[src/rtl/cdu_pulse_scheduler_if.sv]
// Signal bundle between the gimbal CDU channels, the AGC slot timing and the pulse scheduler.
// AOVF/BOVF/COVF exist only when CDU_SCHED_OVF_EN is defined.
interface cdu_pulse_scheduler_if;
  logic       SLOTH;
  logic       ApINC, AmINC, BpINC, BmINC, CpINC, CmINC;
  logic       ACDUZ, BCDUZ, CCDUZ;
  logic       ATpPGH, ATmPGH, BTpPGH, BTmPGH, CTpPGH, CTmPGH;
  logic       BUSY;
  logic [1:0] GSEL;
`ifdef CDU_SCHED_OVF_EN
  logic       AOVF, BOVF, COVF;
`endif

  modport master (
    output SLOTH, ApINC, AmINC, BpINC, BmINC, CpINC, CmINC, ACDUZ, BCDUZ, CCDUZ,
    input  ATpPGH, ATmPGH, BTpPGH, BTmPGH, CTpPGH, CTmPGH, BUSY, GSEL
`ifdef CDU_SCHED_OVF_EN
    , input AOVF, BOVF, COVF
`endif
  );

  modport slave (
    input  SLOTH, ApINC, AmINC, BpINC, BmINC, CpINC, CmINC, ACDUZ, BCDUZ, CCDUZ,
    output ATpPGH, ATmPGH, BTpPGH, BTmPGH, CTpPGH, CTmPGH, BUSY, GSEL
`ifdef CDU_SCHED_OVF_EN
    , output AOVF, BOVF, COVF
`endif
  );
endinterface

[src/rtl/cdu_pulse_scheduler.sv]
// Three-channel CDU pulse scheduler: per-channel saturating pending-pulse accumulators drained
// round-robin into fixed-width AGC pulses. Optional sticky overflow flags with CDU_SCHED_OVF_EN.
module cdu_pulse_scheduler #(
  parameter int unsigned CW      = 4,
  parameter int unsigned PULSE_W = 4
) (
  input logic                  clk,
  input logic                  rst,
  cdu_pulse_scheduler_if.slave bus
);
  localparam int unsigned NCH   = 3;
  localparam int unsigned CNT_W = 4;
  localparam int          SAT   = int'((1 << (CW - 1)) - 1);

  typedef enum logic {IDLE, PULSE} state_t;

  logic [NCH-1:0] inc_p, inc_m, zero;
  assign inc_p = {bus.CpINC, bus.BpINC, bus.ApINC};
  assign inc_m = {bus.CmINC, bus.BmINC, bus.AmINC};
  assign zero  = {bus.CCDUZ, bus.BCDUZ, bus.ACDUZ};

  logic signed [CW-1:0] acc_q [NCH];
  logic signed [CW-1:0] acc_d [NCH];

  state_t           state_q, state_d;
  logic [CNT_W-1:0] cnt_q, cnt_d;
  logic [1:0]       rr_q, rr_d;
  logic [1:0]       gsel_q, gsel_d;
  logic [5:0]       out_q, out_d;
  logic             busy_q, busy_d;

  logic [NCH-1:0]   elig_c;
  logic             grant_c;
  logic [1:0]       gch_c;
  logic             gneg_c;
  logic [1:0]       idx_c;

`ifdef CDU_SCHED_OVF_EN
  logic [NCH-1:0]   ovf_q, ovf_d;
`endif

  // A channel competes only with pending pulses and no zero command this cycle.
  always_comb begin
    for (int unsigned i = 0; i < NCH; i++) begin
      elig_c[i] = (acc_q[i] != '0) && !zero[i];
    end
  end

  // Round-robin search starting at rr_q; only meaningful in IDLE with SLOTH high.
  always_comb begin
    grant_c = 1'b0;
    gch_c   = 2'd0;
    gneg_c  = 1'b0;
    idx_c   = 2'd0;
    if (state_q == IDLE && bus.SLOTH) begin
      for (int k = 0; k < int'(NCH); k++) begin
        idx_c = 2'((32'(rr_q) + 32'(k)) % 32'(NCH));
        if (!grant_c && elig_c[idx_c]) begin
          grant_c = 1'b1;
          gch_c   = idx_c;
        end
      end
      if (grant_c) gneg_c = acc_q[gch_c][CW-1];
    end
  end

  // Scheduler next-state and output logic.
  always_comb begin
    state_d = state_q;
    cnt_d   = cnt_q;
    rr_d    = rr_q;
    gsel_d  = gsel_q;
    out_d   = out_q;
    case (state_q)
      IDLE: begin
        if (grant_c) begin
          state_d = PULSE;
          cnt_d   = CNT_W'(PULSE_W - 1);
          gsel_d  = gch_c;
          rr_d    = (gch_c == 2'd2) ? 2'd0 : gch_c + 2'd1;
          out_d   = '0;
          out_d[{gch_c, gneg_c}] = 1'b1;
        end
      end
      PULSE: begin
        if (cnt_q == '0) begin
          state_d = IDLE;
          out_d   = '0;
        end else begin
          cnt_d = cnt_q - CNT_W'(1);
        end
      end
      default: begin
        state_d = IDLE;
        out_d   = '0;
      end
    endcase
    busy_d = |out_d;
  end

  // Accumulator update: P + p - m - g, clamped symmetric; zero command wins.
  int sum_c;
  int gval_c;
  always_comb begin
    sum_c  = 0;
    gval_c = 0;
`ifdef CDU_SCHED_OVF_EN
    ovf_d  = ovf_q;
`endif
    for (int unsigned i = 0; i < NCH; i++) begin
      gval_c = 0;
      if (grant_c && (gch_c == 2'(i))) gval_c = gneg_c ? -1 : 1;
      sum_c = int'(acc_q[i]) + int'(inc_p[i]) - int'(inc_m[i]) - gval_c;
      if (zero[i]) begin
        acc_d[i] = '0;
`ifdef CDU_SCHED_OVF_EN
        ovf_d[i] = 1'b0;
`endif
      end else if (sum_c > SAT) begin
        acc_d[i] = CW'(SAT);
`ifdef CDU_SCHED_OVF_EN
        ovf_d[i] = 1'b1;
`endif
      end else if (sum_c < -SAT) begin
        acc_d[i] = CW'(-SAT);
`ifdef CDU_SCHED_OVF_EN
        ovf_d[i] = 1'b1;
`endif
      end else begin
        acc_d[i] = CW'(sum_c);
      end
    end
  end

  always_ff @(posedge clk) begin
    if (rst) begin
      state_q <= IDLE;
      cnt_q   <= '0;
      rr_q    <= 2'd0;
      gsel_q  <= 2'd0;
      out_q   <= '0;
      busy_q  <= 1'b0;
      for (int unsigned i = 0; i < NCH; i++) acc_q[i] <= '0;
`ifdef CDU_SCHED_OVF_EN
      ovf_q   <= '0;
`endif
    end else begin
      state_q <= state_d;
      cnt_q   <= cnt_d;
      rr_q    <= rr_d;
      gsel_q  <= gsel_d;
      out_q   <= out_d;
      busy_q  <= busy_d;
      for (int unsigned i = 0; i < NCH; i++) acc_q[i] <= acc_d[i];
`ifdef CDU_SCHED_OVF_EN
      ovf_q   <= ovf_d;
`endif
    end
  end

  // Output vector is indexed {channel, negative}.
  assign bus.ATpPGH = out_q[0];
  assign bus.ATmPGH = out_q[1];
  assign bus.BTpPGH = out_q[2];
  assign bus.BTmPGH = out_q[3];
  assign bus.CTpPGH = out_q[4];
  assign bus.CTmPGH = out_q[5];
  assign bus.BUSY   = busy_q;
  assign bus.GSEL   = gsel_q;
`ifdef CDU_SCHED_OVF_EN
  assign bus.AOVF   = ovf_q[0];
  assign bus.BOVF   = ovf_q[1];
  assign bus.COVF   = ovf_q[2];
`endif
endmodule

[src/flat_wrapper.sv]
// flat-port wrapper written by rule: the top's interface ports become plain ports
module cdu_pulse_scheduler_flat 
#(
  parameter int unsigned CW      = 4,
  parameter int unsigned PULSE_W = 4
)
  (clk, rst, bus_SLOTH, bus_ApINC, bus_AmINC, bus_BpINC, bus_BmINC, bus_CpINC, bus_CmINC, bus_ACDUZ, bus_BCDUZ, bus_CCDUZ, bus_ATpPGH, bus_ATmPGH, bus_BTpPGH, bus_BTmPGH, bus_CTpPGH, bus_CTmPGH, bus_BUSY, bus_GSEL);
  cdu_pulse_scheduler_if bus_i ();
  input logic clk;
  input logic rst;
  input wire logic [$bits(bus_i.SLOTH)-1:0] bus_SLOTH;
  input wire logic [$bits(bus_i.ApINC)-1:0] bus_ApINC;
  input wire logic [$bits(bus_i.AmINC)-1:0] bus_AmINC;
  input wire logic [$bits(bus_i.BpINC)-1:0] bus_BpINC;
  input wire logic [$bits(bus_i.BmINC)-1:0] bus_BmINC;
  input wire logic [$bits(bus_i.CpINC)-1:0] bus_CpINC;
  input wire logic [$bits(bus_i.CmINC)-1:0] bus_CmINC;
  input wire logic [$bits(bus_i.ACDUZ)-1:0] bus_ACDUZ;
  input wire logic [$bits(bus_i.BCDUZ)-1:0] bus_BCDUZ;
  input wire logic [$bits(bus_i.CCDUZ)-1:0] bus_CCDUZ;
  output wire logic [$bits(bus_i.ATpPGH)-1:0] bus_ATpPGH;
  output wire logic [$bits(bus_i.ATmPGH)-1:0] bus_ATmPGH;
  output wire logic [$bits(bus_i.BTpPGH)-1:0] bus_BTpPGH;
  output wire logic [$bits(bus_i.BTmPGH)-1:0] bus_BTmPGH;
  output wire logic [$bits(bus_i.CTpPGH)-1:0] bus_CTpPGH;
  output wire logic [$bits(bus_i.CTmPGH)-1:0] bus_CTmPGH;
  output wire logic [$bits(bus_i.BUSY)-1:0] bus_BUSY;
  output wire logic [$bits(bus_i.GSEL)-1:0] bus_GSEL;
  assign bus_i.SLOTH = bus_SLOTH;
  assign bus_i.ApINC = bus_ApINC;
  assign bus_i.AmINC = bus_AmINC;
  assign bus_i.BpINC = bus_BpINC;
  assign bus_i.BmINC = bus_BmINC;
  assign bus_i.CpINC = bus_CpINC;
  assign bus_i.CmINC = bus_CmINC;
  assign bus_i.ACDUZ = bus_ACDUZ;
  assign bus_i.BCDUZ = bus_BCDUZ;
  assign bus_i.CCDUZ = bus_CCDUZ;
  assign bus_ATpPGH = bus_i.ATpPGH;
  assign bus_ATmPGH = bus_i.ATmPGH;
  assign bus_BTpPGH = bus_i.BTpPGH;
  assign bus_BTmPGH = bus_i.BTmPGH;
  assign bus_CTpPGH = bus_i.CTpPGH;
  assign bus_CTmPGH = bus_i.CTmPGH;
  assign bus_BUSY = bus_i.BUSY;
  assign bus_GSEL = bus_i.GSEL;
  cdu_pulse_scheduler #(.CW(CW), .PULSE_W(PULSE_W)) u_core (.clk(clk), .rst(rst), .bus(bus_i));
endmodule
[config.mk]
export PLATFORM = sky130hd
export DESIGN_NAME = cdu_pulse_scheduler_flat
export DESIGN_NICKNAME = d
export VERILOG_FILES = /design/src/rtl/cdu_pulse_scheduler_if.sv /design/src/rtl/cdu_pulse_scheduler.sv /design/src/flat_wrapper.sv
export SDC_FILE = /design/constraint.sdc
export NUM_CORES = 1
export LEC_CHECK = 0
export ABC_AREA = 1
export BUFFER_PORTS_ARGS = -buffer_cell sky130_fd_sc_hd__buf_4
export CORE_MARGIN = 10
export CORE_UTILIZATION = 55
export CTS_BUF_LIST = sky130_fd_sc_hd__clkbuf_4 sky130_fd_sc_hd__clkbuf_8
export DETAILED_ROUTE_END_ITERATION = 6
export PLACE_DENSITY = 0.74
export SYNTH_ARGS = -nofsm -noshare
export SYNTH_HDL_FRONTEND = slang
export SYNTH_SLANG_ARGS = --single-unit
[constraint.sdc]
create_clock -name clk -period 4.6 [get_ports clk]
set_input_delay 0.69 -clock clk [delete_from_list [all_inputs] [get_ports clk]]
set_output_delay 0.69 -clock clk [all_outputs]
set_load 0.005 [all_outputs]
# Yosys cells after proc, flatten, opt, wreduce, memory -nomap -nowiden

Memories as Yosys holds them, arrays and structs flattened.
Cells that the tools add are included.

$add $sub $neg: 13
Divide/modulo/power cells: 3
Magnitude comparators: 11
Equal/unequal tests: 4
Mux-type cells: 51
Bitwise logic cells: 4
Reduce and logical (&&, ||, !) cells: 23

Operators by type and width:

| operator                                                                         | number |
|---|---|
| 32-bit 2-to-1 mux                                                                | 4 |
| 32-bit by 4-bit greater-than comparator with 1-bit output, second input constant | 3 |
| 32-bit by 4-bit less-than comparator with 1-bit output, second input constant    | 3 |
| 32-bit by 2-bit subtractor with 32-bit output                                    | 3 |
| 32-bit subtractor                                                                | 3 |
| 32-bit by 2-bit remainder unit with 32-bit output, second input constant         | 2 |
| 4-bit 2-to-1 mux                                                                 | 14 |
| 2-bit by 2-bit remainder unit with 32-bit output, second input constant          | 1 |
| 1-bit 2-to-1 mux                                                                 | 18 |
| 4-bit by 2-bit adder with 5-bit output                                           | 3 |
| 2-bit 2-to-1 mux                                                                 | 6 |
| 6-bit 2-to-1 mux                                                                 | 2 |
| 6-bit one-hot mux with 2 select lines                                            | 1 |
| 4-bit nonzero test                                                               | 3 |
| 1-bit logical AND                                                                | 10 |
| 2-bit by 3-bit less-than comparator with 1-bit output, second input constant     | 3 |
| 4-bit one-hot mux with 2 select lines                                            | 1 |
| 1-bit binary-select mux with 2-bit select                                        | 3 |
| 6-bit OR reduction                                                               | 1 |
| 1-bit logical NOT                                                                | 5 |
| 4-bit logical NOT                                                                | 1 |
| 3-bit by 4-bit less-than comparator with 1-bit output, second input constant     | 1 |
| 2-bit AND reduction                                                              | 2 |
| 4-bit by 1-bit subtractor with 4-bit output, second input constant               | 1 |
| other kinds (13)                                                                 | 15 |

Flip-flop bits (word level): 16
RAM bits: 12
Input bits: 12
Output and inout bits: 9
Word-level logic and storage cells: 116
Memories: 1

Memory list:

| memory       | words | width | read ports | clocked after Yosys merged registers in | wr ports | RTL line                  | RTL |
|---|---|---|---|---|---|---|---|
| u_core.acc_q | 3     | 4     | 4          | 0                                       | 3        | cdu_pulse_scheduler.sv:22 | `logic signed [CW-1:0] acc_q [NCH];` |

# Logic depth before layout (Yosys ltp)

Gate-level depths: netlist of run 1.
An unclocked memory read counts as a cell.

Word-level depth: 26
Depth in mapped cells: 33
Depth with buffers taken out: 33

# Worst setup path before layout of run 1

No wires, ideal clock.

Path kind: flip-flop to flip-flop
Start point: register u_core.rr_q[0]
End point: memory u_core.acc_q[0][0]
Library setup time: 0.109 ns
Arrival: 4.411 ns
Required time: 4.491 ns
Slack: 0.080 ns
Cell stages (with the launch flop): 30
Path buffers: 1
Period minus slack after synthesis: 4.520 ns
Cell sequence: dfxtp_1 -> inv_1 -> ha_1 -> inv_2 -> nand2_1 -> nor2_1 -> a21oi_4 -> nand3_2 -> nand2_2 -> buf_4 -> nor2_1 -> nand2_1 -> inv_1 -> fa_1 -> inv_1 -> ha_1 -> nand2_1 -> nand3b_1 -> nand3_1 -> nand2_1 -> nor2_1 -> inv_1 -> ha_1 -> or4_1 -> nor4_1 -> nand4_1 -> o31ai_2 -> nand3_1 -> nand2_1 -> inv_1

RTL lines:

| element                  | RTL line                   | RTL |
|---|---|---|
| start: declaration       | cdu_pulse_scheduler.sv:27  | `logic [1:0] rr_q, rr_d;` |
| start signal: assignment | cdu_pulse_scheduler.sv:150 | `rr_q <= rr_d;` |
| end: declaration         | cdu_pulse_scheduler.sv:22  |  |

==> flow_metrics.py, run 1 <==
metrics = {
    "route": {
        "drc": 0,
        "dr_total_vias": 3615,
        "drt_pre_antenna_iters": 6,
        "routedWlPerCell_um": 15.1,
        "drt_iter0_drc": 185,
        "vias_per_cell": 5.54,
        "finalWirelength_um": 9860,
        "postRouteAntennaNets": 0,
    },
    "timing": {
        "clock_skew_ns": 0.00440,
        "fmax_mhz": 213,
        "rsz0062_at_grt": "yes",
        "hold_slack_ns": 0.483,
        "period_minus_slack_ns": 4.70,
        "slew_headroom_pct": 60.6,
        "setup_slack_ns": -0.0954,
        "setup_viol": 3,
        "drv_slew": 0,
        "worst_slew_pin_slew_ns": 0.590,
        "timing.final.hold_violations": 0,
        "fin_crit_sh_pct": 102,
    },
    "synth": {
        "syn_nets": 601,
        "ys_warn_count": 0,
        "synth_top_cell_by_area": "ha_1",
        "synth_area_sq_mm": 0.00361,
        "ys_ff_latch": 28,
        "synthFlopType": "dfxtp_1",
        "synth_edf_count": 0,
        "postSynth.asyncResetShare_pct": 0,
        "ys_top_cells_by_area": "ha_1 (24%), dfxtp_1 (16%), inv_1 (11%)",
        "ys_seq_area_share_pct": 15.5,
        "synthTopCellsByCount": "inv_1 (109), nand2_1 (90), ha_1 (70), nand3_1 (38), nor2_1 (29)",
        "synth_cells": 513,
        "synth_cell_type_count": 45,
        "postSynthAreaPerCell_sq_um": 7.04,
        "synth_top_cell_area_share_pct": 24.2,
        "synth.most_common_cell": "inv_1",
    },
    "clocking": {
        "clkSinkCount": 28,
        "ctsRootBufferMaster": "clkbuf_8",
        "clkTransAtPathRegs_ns": 0.11,
        "clk_path_buf_depth": 2,
        "htreeDepth": 1,
        "cts_tree": "done",
        "worst_skew_pair.late_latency_ns": 0.28,
        "cts_made_buffers": 3,
    },
    "placed_design": {
        "dp_hpwl_um": 6560,
        "gp_congestion": 0.952,
        "dp_cells": 634,
        "port_buffers": 20,
        "dp_slack_ns": -0.175,
    },
    "layout": {
        "final_cells": 652,
        "diodes": 0,
        "ff_latch_area_sq_um": 566,
        "post-route-util_pct": 74.2,
        "nets": 664,
        "multi_input_area_sq_mm": 0.00309,
        "drive_gt1_share_pct": 32.3,
        "fillCellCount": 467,
        "syn_to_final_growth_pct": 30.5,
    },
    "setup_path": {
        "crit_path_start_kind": "register",
        "cpMostUsedCell": "inv_2",
        "critical_path_required_ns": 4.79,
        "critical-path-slowest-cell": "or4_4",
        "max_stage_delay_ns": 0.54,
        "critical_path_class": "register to register",
        "crit_arrival_ns": 4.89,
        "cp_max_fo": 5,
        "r2r_slack_ns": -0.1,
        "critPathCaptureType": "register",
    },
    "die": {
        "num_rows": 29,
        "dieArea_sq_mm": 0.0102,
        "core_area_sq_mm": 0.00635,
        "die_x_um": 101,
        "die-height_um": 101,
        "floorplan.initialDensity_pct": 56.9,
        "io_pins": 21,
    },
    "global_routing": {
        "antenna_found_initial": 0,
        "grt_max_degree": 17,
        "overflow": 0,
        "grt_pass1_wl_um": 13800,
        "grt_pass1_vias": 3229,
        "track_usage_pct": 15.8,
    },
    "hold_path": {
        "hp-class": "register to register",
    },
    "run_status": {
        "outcome": "complete, but fails checks",
        "violations": "negative setup slack",
    },
    "run": {
        "drv_cap": 0,
    },
}
## layout by cell type, fill, tap and decap left out, drive strengths merged
master	count
nor3	9
a21boi	1
fa	6
a21o	1
o21bai	1
clkbuf	3
nor4	12
nor3b	2
nand4	16
nor2	34
or2	3
buf	61
o21ai	8
a21oi	28
or4	1
a41o	1
nand3b	3
o41ai	2
o211ai	2
bufinv	1
o31ai	1
dfxtp	28
xor2	8
xnor2	7
nand2	106
ha	70
inv	114
nand3	43
nor4b	2
and3	1
## timing repair
item | in CTS | in global routing
endpoints found under the setup margin | 8 | 12
resized for setup | 8 | 92
buffers inserted | 1 | 13
hold buffers | 0 | 0
pin swaps | 3 | 41
## state kept, by name, summed over array words and instances, names as in the netlist
name             flops
u_core.bus.GSEL      2
u_core.bus.BUSY      1
u_core.cnt_q         4
u_core.state_q       1
u_core.acc_q        12
u_core.out_q         6
u_core.rr_q          2
## worst paths after layout
check,startpoint,endpoint,cells past startpoint
setup / recovery,u_core.rr_q[0],u_core.acc_q[0][0],29
hold / removal,u_core.bus.GSEL[1],u_core.bus.GSEL[1],2
setup reg to reg,u_core.rr_q[0],u_core.acc_q[0][0],29
hold reg to reg,u_core.bus.GSEL[1],u_core.bus.GSEL[1],2
## kinds of logic after synthesis
family / Yosys count / share of synthesized area (%)
AND/OR/NAND/NOR: 232 / 32.9
XOR/XNOR: 15 / 3.64
buffers and inverters: 117 / 12.3
AO/OA/AOI/OAI: 45 / 8.07
adder cells (fa/ha/maj): 76 / 27.6
flip-flops: 28 / 15.5
## layout make-up
class	count	area share [%]
Multi-Input combinational cell	368	65.5
Sequential cell	28	12.0
Timing Repair Buffer	61	9.80
Inverter	114	9.19
Tap cell	77	2.04
Clock buffer	3	0.876
Clock inverter	1	0.637
## layer usage
metal | vias up | global-route usage (%) | part of all wire, %
met5 | - | 0 | 0
met1 | 1692 | 19.8 | 42
met4 | 0 | 3.32 | 2.2
li1 | 1784 | - | -
met3 | 31 | 1.85 | 4.9
met2 | 108 | 27.9 | 51
## worst max-delay path, delay by kind of cell, from the launching register on
family	cells	cell delay (ns)
AOI/OAI and AO/OA	2	0.53
adders and majority gates	5	1.22
buffers and inverters	7	0.40
DFF	1	0.39
and+or+nand+nor	15	2.07
## per-stage QoR
stage                     instance area [sq um]  TNS (ns)
after floorplan                            3610         0
after global placement                     4050   -0.0572
after detailed placement                   4050    -0.859
after CTS                                  4160         0
after global routing                       4710     -1.93
final                                      4710    -0.139
Power of run 1 is not shown: default switching activity piles up to over one toggle a cycle in this logic, so the estimate is an artifact.
==> inputs of run 2 (changes only) <==
- MAX_ROUTING_LAYER: unset -> met4
==> run 2 against run 1 <==
The flow still finishes with violations (negative setup slack). Wire length increased by 0.19%. First-iteration DRC count increased by 14%. Highest routed layer unchanged. Via count increased by 0.47%.
==> flow_metrics.py, run 2 (synthesis gave the netlist of run 1 again) <==
metrics = {
    "layout": {
        "diodes": 0,
        "drive_gt1_share_pct": 32.3,
        "reg_top3": "u_core.acc_q x12, u_core.out_q x6, u_core.cnt_q x4",
        "fillCellCount": 467,
        "nets": 664,
        "largest_reg_flops": 12,
        "final_common_cell": "inv_1",
        "layout_common_cells": "inv_1 (98), nand2_1 (80), buf_4 (60)",
        "final_cells": 652,
        "syn_to_final_growth_pct": 30.5,
        "top_register": "u_core.acc_q",
    },
    "placed_design": {
        "port_buffers": 20,
        "gp_congestion": 0.969,
        "dp_hpwl_um": 6560,
        "dp_cells": 634,
    },
    "die": {
        "core_area_sq_mm": 0.00635,
        "num_rows": 29,
        "die-height_um": 101,
        "floorplan.initialDensity_pct": 56.9,
        "dieArea_sq_mm": 0.0102,
        "io_pins": 21,
        "die_x_um": 101,
    },
    "global_routing": {
        "antenna_found_initial": 0,
        "grt_pass1_wl_um": 13800,
        "grt_max_degree": 17,
        "grt_pass1_vias": 3226,
        "overflow": 0,
        "track_usage_pct": 16.2,
    },
    "setup_path": {
        "cpMostUsedCell": "inv_2",
        "critical-path-slowest-cell": "or4_4",
        "path_buf_inv": 7,
        "critical_path_class": "register to register",
        "crit_path_start_kind": "register",
        "cp_max_fo": 5,
        "rr_startpoint": "u_core.rr_q[0]",
        "crit_arrival_ns": 4.90,
        "critPathCaptureType": "register",
        "crit_family": "simple AND/OR/NAND/NOR gates",
        "crit_path_start": "u_core.rr_q[0]",
        "critical_path_required_ns": 4.79,
        "max_stage_delay_ns": 0.54,
    },
    "clocking": {
        "cts_made_buffers": 3,
        "cts_hold_buf": 0,
        "ctsRootBufferMaster": "clkbuf_8",
        "htreeDepth": 1,
        "clkSinkCount": 28,
        "clkTransAtPathRegs_ns": 0.11,
        "clk_path_buf_depth": 2,
        "cts_tree": "done",
        "worst_skew_pair.late_latency_ns": 0.28,
    },
    "timing": {
        "timing.final.hold_violations": 0,
        "clock_skew_ns": 0.00661,
        "slew_headroom_pct": 59.8,
        "drv_slew": 0,
        "fmax_mhz": 212,
        "worst_slew_pin_slew_ns": 0.602,
        "period_minus_slack_ns": 4.71,
        "setup_slack_ns": -0.106,
        "rsz0062_at_grt": "yes",
        "setup_viol": 3,
        "fin_crit_sh_pct": 102,
    },
    "run": {
        "drv_cap": 0,
    },
    "route": {
        "drt_iter0_drc": 210,
        "vias_per_cell": 5.57,
        "drc": 0,
        "drt_pre_antenna_iters": 5,
        "finalWirelength_um": 9880,
        "postRouteAntennaNets": 0,
        "dr_total_vias": 3632,
        "routedWlPerCell_um": 15.2,
    },
    "run_status": {
        "violations": "negative setup slack",
        "outcome": "complete, but fails checks",
    },
    "hold_path": {
        "hp-start": "u_core.bus.GSEL[1]",
        "hp-class": "register to register",
    },
}
## run 2: cell counts in the layout (fill, tap and decap cells not counted)
Identical to the previous run, type by type.
## run 2: area by class of cell
| type | instances | area, sq um | area share [%] |
|---|---|---|---|
| tap | 77 | 96.3 | 2.04 |
| multi-input combinational | 368 | 3090 | 65.5 |
| clock buffer | 3 | 41.3 | 0.876 |
| timing repair buffer | 61 | 462 | 9.80 |
| inverter | 114 | 433 | 9.19 |
| clock inverter | 1 | 30.0 | 0.637 |
| sequential | 28 | 566 | 12.0 |
## run 2: per-stage QoR
stage          util, %  instance area, sq um  worst slack (ns)  setup TNS, ns  hold slack [ns]
5_1_grt           74.2                  4710            -0.261          -1.93            0.519
3_3_place_gp      63.7                  4050           -0.0386        -0.0572            0.465
4_1_cts           65.6                  4160            0.0237              0            0.492
6_report          74.2                  4710            -0.106         -0.167            0.483
3_5_place_dp      63.7                  4050            -0.175         -0.859            0.476
2_1_floorplan        -                  3610            0.0802              0            0.460
## run 2: path summary, 6_finish.rpt
| path | endpoint | slack, ns | cells past startpoint |
|---|---|---|---|
| setup reg to reg | u_core.acc_q[0][0] | -0.11 | 29 |
| setup / recovery | u_core.acc_q[0][0] | -0.11 | 29 |
| hold / removal | u_core.bus.GSEL[1] | 0.48 | 2 |
| hold reg to reg | u_core.bus.GSEL[1] | 0.48 | 2 |
## run 2: repair_timing
action / 4_1_cts / 5_1_grt
endpoints found under the setup margin: 8 / 12
resized for setup: 8 / 92
pin swaps: 3 / 41
buffers inserted: 1 / 13
endpoints found under the hold margin: 0 / 0
## run 2: worst reg2reg max path, delay by kind of cell, from the launching register on
family          cells  cell delay, ns
flops               1            0.39
buf+inv             7            0.40
fa+ha+maj           5            1.22
simple gates       15            2.07
compound gates      2            0.52
## run 2: layer usage
metal | vias to the layer above | global-route usage (%) | share of wire (%)
met1 | 1702 | 20.0 | 42
met3 | 29 | 1.65 | 4.9
li1 | 1784 | - | -
met2 | 117 | 27.9 | 51
met4 | 0 | 3.32 | 2.0
met5 | - | - | 0
Power of run 2 is left out for the same reason.
==> inputs of run 3 (changes only) <==
- SETUP_SLACK_MARGIN: unset -> 0.2
- SLEW_MARGIN: unset -> 40
==> run 3 against run 2 <==
The flow finishes with violations (design-rule violations, negative setup slack). Final cell count grew 11%. Design area grew 29%. Global-route usage grew 4.9 points. First-iteration DRC count grew to 3.8 times the previous value. Non-clock buffer count grew 71. Clock-buffer cell count is the same. Setup slack lost 0.31 ns. Wire length grew 91%. Die area is the same. Critical path type unchanged. Critical endpoint is now u_core.acc_q[1][0].
==> flow_metrics.py, run 3 (synthesis gave the netlist of run 1 again) <==
metrics = {
    "run_status": {
        "outcome": "complete, but fails checks",
        "violations": "design-rule violations, negative setup slack",
    },
    "clocking": {
        "clkSinkCount": 28,
        "ctsRootBufferMaster": "clkbuf_8",
        "clk_path_buf_depth": 2,
        "clkTransAtPathRegs_ns": 0.12,
        "cts_made_buffers": 3,
        "cts_tree": "done",
        "htreeDepth": 1,
        "cts_hold_buf": 0,
        "worst_skew_pair.late_latency_ns": 0.31,
    },
    "route": {
        "routedWlPerCell_um": 26.2,
        "postRouteAntennaNets": 0,
        "dr_total_vias": 4947,
        "top_layer": "met4",
        "drt_iter0_drc": 804,
        "finalWirelength_um": 18900,
        "vias_per_cell": 6.84,
        "met2_length_um": 8490,
        "route.met3.wl_um": 2170,
        "wl_met1_um": 6410,
        "drt_pre_antenna_iters": 7,
        "drc": 21,
    },
    "setup_path": {
        "critical-path-slowest-cell": "dfxtp_4",
        "critical_path_class": "register to register",
        "cp_max_fo": 5,
        "critPathCaptureType": "register",
        "crit_path_start_kind": "register",
        "max_stage_delay_ns": 0.39,
        "critical_path_required_ns": 4.81,
        "crit_arrival_ns": 5.23,
    },
    "die": {
        "die-height_um": 101,
        "floorplan.initialDensity_pct": 56.9,
        "core_area_sq_mm": 0.00635,
        "io_pins": 21,
        "die_x_um": 101,
        "dieArea_sq_mm": 0.0102,
        "num_rows": 29,
    },
    "timing": {
        "clock_skew_ns": 0.0134,
        "rsz0062_at_grt": "yes",
        "fmax_mhz": 199,
        "period_minus_slack_ns": 5.02,
        "setup_slack_ns": -0.418,
        "drv_slew": 0,
        "slew_headroom_pct": 68.7,
        "fin_crit_sh_pct": 109,
        "timing.final.hold_violations": 0,
        "worst_slew_pin_slew_ns": 0.469,
        "hold_slack_ns": 0.543,
        "setup_viol": 13,
        "tns_ns": -3.71,
    },
    "global_routing": {
        "grt_pass1_wl_um": 17600,
        "grt_max_degree": 17,
        "grt_pass1_vias": 3868,
        "overflow": 0,
        "antenna_found_initial": 0,
        "track_usage_pct": 21.1,
    },
    "run": {
        "drv_cap": 0,
    },
    "layout": {
        "syn_to_final_growth_pct": 69.0,
        "diodes": 0,
        "reg_top3": "u_core.acc_q x12, u_core.out_q x6, u_core.cnt_q x4",
        "layout_common_cells": "buf_4 (74), inv_1 (71), nand2_1 (69)",
        "nets": 735,
        "final_common_cell": "buf_4",
        "largest_reg_flops": 12,
        "top_register": "u_core.acc_q",
        "drive_gt1_share_pct": 53.3,
    },
    "placed_design": {
        "dp_hpwl_um": 6460,
        "gp_congestion": 0.917,
        "port_buffers": 20,
    },
    "hold_path": {
        "hp-class": "register to register",
    },
}
==> run 3: changes by cell type in the layout (fill, tap and decap cells not counted), sizes merged <==
| cell | before | now |
|---|---|---|
| buf | 61 | 132 |
| clkinvlp | 0 | 2 |
| inv | 114 | 112 |
==> run 3: per-stage QoR <==
stage                     instance area (sq um)  util [%]  setup WS, ns  cells
after floorplan                            3680         -         0.163    513
after global placement                     4170      65.6        -0.138    641
after detailed placement                   4170      65.6        -0.226    641
after CTS                                  4830      76.1         0.163    691
after global routing                       6100      96.1        -0.547    723
final                                      6100      96.1        -0.418    723
==> run 3: cell type report <==
| class | count | area, sq um |
|---|---|---|
| tap | 77 | 96.3 |
| inverter | 114 | 455 |
| clock inverter | 1 | 30.0 |
| clock buffer | 3 | 41.3 |
| multi-input combinational | 368 | 3650 |
| sequential | 28 | 566 |
| timing repair buffer | 132 | 1260 |
| fill | 134 | 246 |
==> run 3: metal layers <==
| metal | GRT usage [%] | vias up |
|---|---|---|
| met5 | - | - |
| met4 | 8.68 | 0 |
| met3 | 2.95 | 229 |
| met2 | 35.1 | 524 |
| met1 | 24.9 | 2265 |
| li1 | - | 1929 |
==> run 3: final timing paths <==
check | slack (ns) | startpoint | depth (start not counted) | end
hold / removal | 0.54 | u_core.bus.GSEL[1] | 2 | u_core.bus.GSEL[1]
hold reg to reg | 0.54 | u_core.bus.GSEL[1] | 2 | u_core.bus.GSEL[1]
setup reg to reg | -0.42 | u_core.rr_q[0] | 30 | u_core.acc_q[1][0]
setup / recovery | -0.42 | u_core.rr_q[0] | 30 | u_core.acc_q[1][0]
==> run 3: timing repair <==
item,in CTS,in global routing
pin swaps,40,65
setup buffers,46,32
hold endpoints to repair,0,0
resized for setup,49,200
setup endpoints to repair,12,13
==> run 3: worst max-delay path, delay by kind of cell, from the launching register on <==
| family | cells | cell delay [ns] |
|---|---|---|
| and+or+nand+nor | 16 | 2.22 |
| buffers and inverters | 9 | 0.91 |
| adders and majority gates | 3 | 0.82 |
| AOI/OAI and AO/OA | 2 | 0.54 |
| DFF | 1 | 0.39 |
Power of run 3 is left out for the same reason.
